$ cat config.mk
export PLATFORM = sky130hd
export DESIGN_NAME = aes_round_ctrl
export DESIGN_NICKNAME = d
export VERILOG_FILES = /design/src/rtl/aes_round_ctrl.sv
export SDC_FILE = /design/constraint.sdc
export NUM_CORES = 1
export LEC_CHECK = 0
export BUFFER_PORTS_ARGS = -buffer_cell sky130_fd_sc_hd__buf_2
export CORE_AREA = 2 2 407 409
export CTS_CLUSTER_DIAMETER = 30
export CTS_CLUSTER_SIZE = 12
export DETAILED_ROUTE_END_ITERATION = 12
export DIE_AREA = 0 0 409 411
export PLACE_DENSITY_LB_ADDON = 0.12
export SYNTH_ARGS = -nofsm -noshare
export SYNTH_HDL_FRONTEND = slang
export SYNTH_SLANG_ARGS = --single-unit
export TNS_END_PERCENT = 1
$ cat constraint.sdc
create_clock -name clk -period 2.2 [get_ports clk]
set_clock_uncertainty 0.05 [all_clocks]
set_input_delay 0.55 -clock clk [delete_from_list [all_inputs] [get_ports clk]]
set_output_delay 0.55 -clock clk [all_outputs]
set_load 0.05 [all_outputs]
$ cat src/rtl/aes_round_ctrl.sv
// aes_round_ctrl: iterative AES-128 encryption sequencer.
// Accepts a plaintext/key pair and applies the initial AddRoundKey itself.
// It then steps an external round unit and key-expansion step once per cycle
// for NR rounds, and presents the ciphertext over a valid/ready handshake.
// Optional feature macro: AES_CTRL_OVERLAP_EN. When it is defined, a new
// block can be accepted in the same cycle that the previous ciphertext is
// taken, which removes the idle bubble between blocks.
module aes_round_ctrl #(
    parameter int NR = 10,
    parameter int DW = 128
) (
    input  logic          clk,
    input  logic          reset,
    input  logic          in_valid,
    output logic          in_ready,
    input  logic [0:DW-1] in_data,
    input  logic [0:DW-1] in_key,
    output logic [0:DW-1] rnd_state,
    output logic [0:DW-1] rnd_key,
    output logic          rnd_final,
    input  logic [0:DW-1] rnd_result,
    output logic [0:DW-1] ks_key,
    output logic [7:0]    ks_rcon,
    input  logic [0:DW-1] ks_next,
    output logic          out_valid,
    input  logic          out_ready,
    output logic [0:DW-1] out_data,
    output logic          busy,
    output logic [3:0]    round_cnt
);

    typedef enum logic [1:0] {
        S_IDLE  = 2'd0,
        S_ROUND = 2'd1,
        S_DONE  = 2'd2
    } state_e;

    localparam logic [3:0] LAST_RND = 4'(NR);

`ifdef AES_CTRL_OVERLAP_EN
    localparam logic OVERLAP = 1'b1;
`else
    localparam logic OVERLAP = 1'b0;
`endif

    // GF(2^8) doubling used to advance the round constant
    function automatic logic [7:0] xtime(input logic [7:0] r);
        return {r[6:0], 1'b0} ^ (r[7] ? 8'h1B : 8'h00);
    endfunction

    state_e          state_q, state_d;
    logic [0:DW-1]   data_q,  data_d;
    logic [0:DW-1]   key_q,   key_d;
    logic [7:0]      rcon_q,  rcon_d;
    logic [3:0]      cnt_q,   cnt_d;

    // Next-state logic: load a block, run one round per cycle, hold the result until taken
    always_comb begin
        state_d = state_q;
        data_d  = data_q;
        key_d   = key_q;
        rcon_d  = rcon_q;
        cnt_d   = cnt_q;
        case (state_q)
            S_IDLE: begin
                if (in_valid) begin
                    state_d = S_ROUND;
                    data_d  = in_data ^ in_key;
                    key_d   = in_key;
                    rcon_d  = 8'h01;
                    cnt_d   = 4'd1;
                end else begin
                    state_d = S_IDLE;
                end
            end
            S_ROUND: begin
                data_d = rnd_result;
                key_d  = ks_next;
                rcon_d = xtime(rcon_q);
                if (cnt_q == LAST_RND) begin
                    // final round done; the counter keeps showing NR while the result waits
                    state_d = S_DONE;
                end else begin
                    cnt_d = cnt_q + 4'd1;
                end
            end
            S_DONE: begin
                if (out_ready) begin
                    if (OVERLAP && in_valid) begin
                        // result leaves and the next block loads in the same cycle
                        state_d = S_ROUND;
                        data_d  = in_data ^ in_key;
                        key_d   = in_key;
                        rcon_d  = 8'h01;
                        cnt_d   = 4'd1;
                    end else begin
                        state_d = S_IDLE;
                        cnt_d   = 4'd0;
                    end
                end else begin
                    state_d = S_DONE;
                end
            end
            default: begin
                state_d = S_IDLE;
                cnt_d   = 4'd0;
            end
        endcase
    end

    // State and datapath registers with synchronous reset
    always_ff @(posedge clk) begin
        if (reset) begin
            state_q <= S_IDLE;
            data_q  <= '0;
            key_q   <= '0;
            rcon_q  <= 8'h01;
            cnt_q   <= 4'd0;
        end else begin
            state_q <= state_d;
            data_q  <= data_d;
            key_q   <= key_d;
            rcon_q  <= rcon_d;
            cnt_q   <= cnt_d;
        end
    end

    // Handshake and status outputs decoded from the registered state
    always_comb begin
        in_ready  = 1'b0;
        out_valid = 1'b0;
        busy      = 1'b0;
        rnd_final = 1'b0;
        case (state_q)
            S_IDLE: begin
                in_ready = 1'b1;
            end
            S_ROUND: begin
                busy      = 1'b1;
                rnd_final = (cnt_q == LAST_RND);
            end
            S_DONE: begin
                busy      = 1'b1;
                out_valid = 1'b1;
                in_ready  = OVERLAP & out_ready;
            end
            default: begin
                in_ready = 1'b0;
            end
        endcase
    end

    assign rnd_state = data_q;
    assign rnd_key   = ks_next;
    assign ks_key    = key_q;
    assign ks_rcon   = rcon_q;
    assign out_data  = data_q;
    assign round_cnt = cnt_q;

endmodule

==> results.md <==
* Status: finished, violations left
* Failing checks: setup timing
* Worst setup path class: reg2out
* CTS root buffer: clkbuf_16
* Die height at 411 µm
* Worst path slowest cell: dfxtp_2
* Power Density at 1270 nW/µm²
* DRC Markers at 0
* Syn-to-layout area delta at 69.0%
* RePlAce Congestion at 0.802
* Hpwl dp at about 75000 µm
* R2r setup slk at 0.22 ns
* Period utilization at 1.05
* IO Port Bufs at 1043
* Global route total overflow at 0
* H-tree levels at 3
* Startpoint types: register
* GRT Overall Usage at 0.104
* Syn nets at approximately 2300
* Synth Warn # at 0
* Routed length per instance at 18.7 µm
* DRT antenna net count at 0
* Layout cells sized above 1 at 0.491
* Mapped cell area at 14700 µm²
* CP Data Required Time at 1.60 ns
* # nets final at 3126
* Ys async rst share at 0
* Power, Total at 31500 µW
* Layout fillers at 18900
* Die ar. at 168000 µm²
* Largest net degree at the start of global routing at 89
* Arrival @ worst endpoint at approximately 1.7 ns
* Vias in the first global route at about 16000
* Crit path max-delay family: simple AND/OR/NAND/NOR gates
* Slew @ Worst Pin at 0.618 ns
* Worst path cell trace: inv_2 > ha_4 > nand3b_1 > nor2_4 > buf_12
* Unrepaired setup endpoints after global routing: true
* Via count at 15400
* Max-cap viol count at 0
* Drt pass-1 iters at 6
* Synthesized area per cell at 8.42 µm²
* Vias per inst at roughly 3.2
* Post-synth EDFFs at 0
* Routed wire length at 91200 µm
* Post-route minimum period at 2.30 ns
* Cts hold-fix bufs at 0
* Drt first-iter violations at about 450
* Max VDD drop at ~630 µV
* Placed cell area at roughly 21000 µm²
* Setup ws final at -0.100 ns
* Synth area leader: dfxtp_1
* WP buf/inv at 2
* Initial antenna violation count at 12
* Num rows at 149
* Multi-input logic area at 6860 µm²
* Critical Path Fanout Max at 2
* Final TNS setup at -0.121 ns
* Synth area leaders: dfxtp_1 37%, buf_4 13%, mux2i_1 8.7%
* Yosys cell types at 31
* Critical Path Sink Type: output pin
* FF/Latch Area at 5410 µm²
* LEAKAGE at 0.0111 µW
* Clock-pin slew on the worst setup and hold paths at 0.04 ns
* DIE WIDTH at 409 µm
* Inserted Clock Buffers at 107
* FF+latch count, synth at 270
* Non-Filler Instances at 4881
* Worst min path class: in2reg
* FMAX at 435 MHz
* Top-area cell type share of the netlist area at 0.367
* Dpl ws at 0.0753 ns
* Starting Density at 0.0898
* First-pass GRT wire length at ~120000 µm
* CTS Buffer Depth at 3
* Final instance area at 24900 µm²
* Sink Count at 270
* Final setup fails at 2
* Delay of the slowest critical-path stage at roughly 0.31 ns
* Io pins at 1044
* CORE AREA at 164000 µm²
* Slew headroom at 0.588
* Post-synth top flop: dfxtp_1
* Final slew viol count at 0
* Sequential-to-total area share from yosys stat at 0.367
* Placed insts at 4679
* Cell count after synthesis at around 1700
* CTS tree: done
* Hold Violations, Final at 0
* Clk_lat worst skew at approximately 0.68 ns
cell families after synthesis:
| group | count (synthesis) | share of synthesized area |
|---|---|---|
| AND/OR/NAND/NOR | 415 | 0.109 |
| AO/OA/AOI/OAI | 406 | 0.184 |
| adder cells (fa/ha/maj) | 6 | 0.00510 |
| buffers and inverters | 392 | 0.170 |
| flip-flops | 270 | 0.367 |
| XOR/XNOR | 131 | 0.0779 |
| multiplexers | 128 | 0.0870 |
synthesized netlist by cell type, drive strengths merged (3+ instances only):
cell / instances
xor2: 3
nor2: 139
nand2: 260
o211ai: 128
o21ai: 5
xnor2: 128
ha: 6
nor3: 3
buf: 320
dfxtp: 270
inv: 4
a22oi: 7
a211oi: 128
nand2b: 3
clkbuf: 68
mux2i: 128
a21oi: 134
area by class of cell:
cell class	instances	area share
Clock buffer	164	0.130
Antenna cell	7	0.000704
Tap cell	2189	0.110
Inverter	4	0.000905
Timing Repair Buffer	1135	0.254
Clock inverter	26	0.0109
Multi-Input combinational cell	1086	0.276
Sequential cell	270	0.218
worst register-to-register path: cells and delay by family (launching register included):
| kind | cells | cell delay, ns |
|---|---|---|
| buf+inv | 3 | 0.67 |
| flops | 1 | 0.34 |
| compound gates | 2 | 0.34 |
| fa+ha+maj | 1 | 0.26 |
| simple gates | 2 | 0.21 |
report_power, final:
part,switching [µW],internal [µW]
Combinational,8030,2870
Clock,4140,10100
Sequential,645,5720
Total,12800,18700
cell usage in the layout (no fill, tap or decap), types with 32 or more instances in the layout:
cell type  instances
xnor2_1          128
nand2_1          260
buf_4             80
buf_2           1024
nor2_1           138
a211oi_1         128
o211ai_1         128
dfxtp_1          265
clkbuf_8          32
clkbuf_16        108
a21oi_1          134
mux2i_1          128
flip-flops by register name, summed over array words and instances, names as in the netlist:
signal / flops
ks_key: 128
out_data: 128
state_q: 2
ks_rcon: 8
round_cnt: 4
path summary, 6_finish.rpt:
check                             from                         to  cells after the start
min                     rnd_result[20]  out_data[20]$_SDFFE_PP0P_                      3
max          round_cnt[0]$_SDFFE_PP0P_                  rnd_final                      5
min reg2reg  out_data[84]$_SDFFE_PP0P_  out_data[84]$_SDFFE_PP0P_                      2
max reg2reg    state_q[0]$_SDFFE_PP0P_    ks_key[56]$_SDFFE_PP0P_                      8
what timing repair did:
action                                  4_1_cts  5_1_grt
endpoints found under the setup margin       20        6
pin swaps                                     2        1
resized for setup                            34        2
setup buffers                                 5        0
through the flow:
step                utilization  hold WS (ns)
floorplan                     -         0.488
CTS                       0.152        0.0126
global route              0.152        0.0753
finish                    0.152         0.130
detailed placement        0.130         0.415
global placement          0.130         0.407
routing by layer:
layer	up-vias	part of all wire	GRT usage
met3	135	0.076	0.0348
met2	659	0.48	0.172
met4	10	0.035	0.0466
met5	-	0.00073	0.00141
met1	7085	0.41	0.120
li1	7545	-	-
Power figures use the tool's default switching activity.
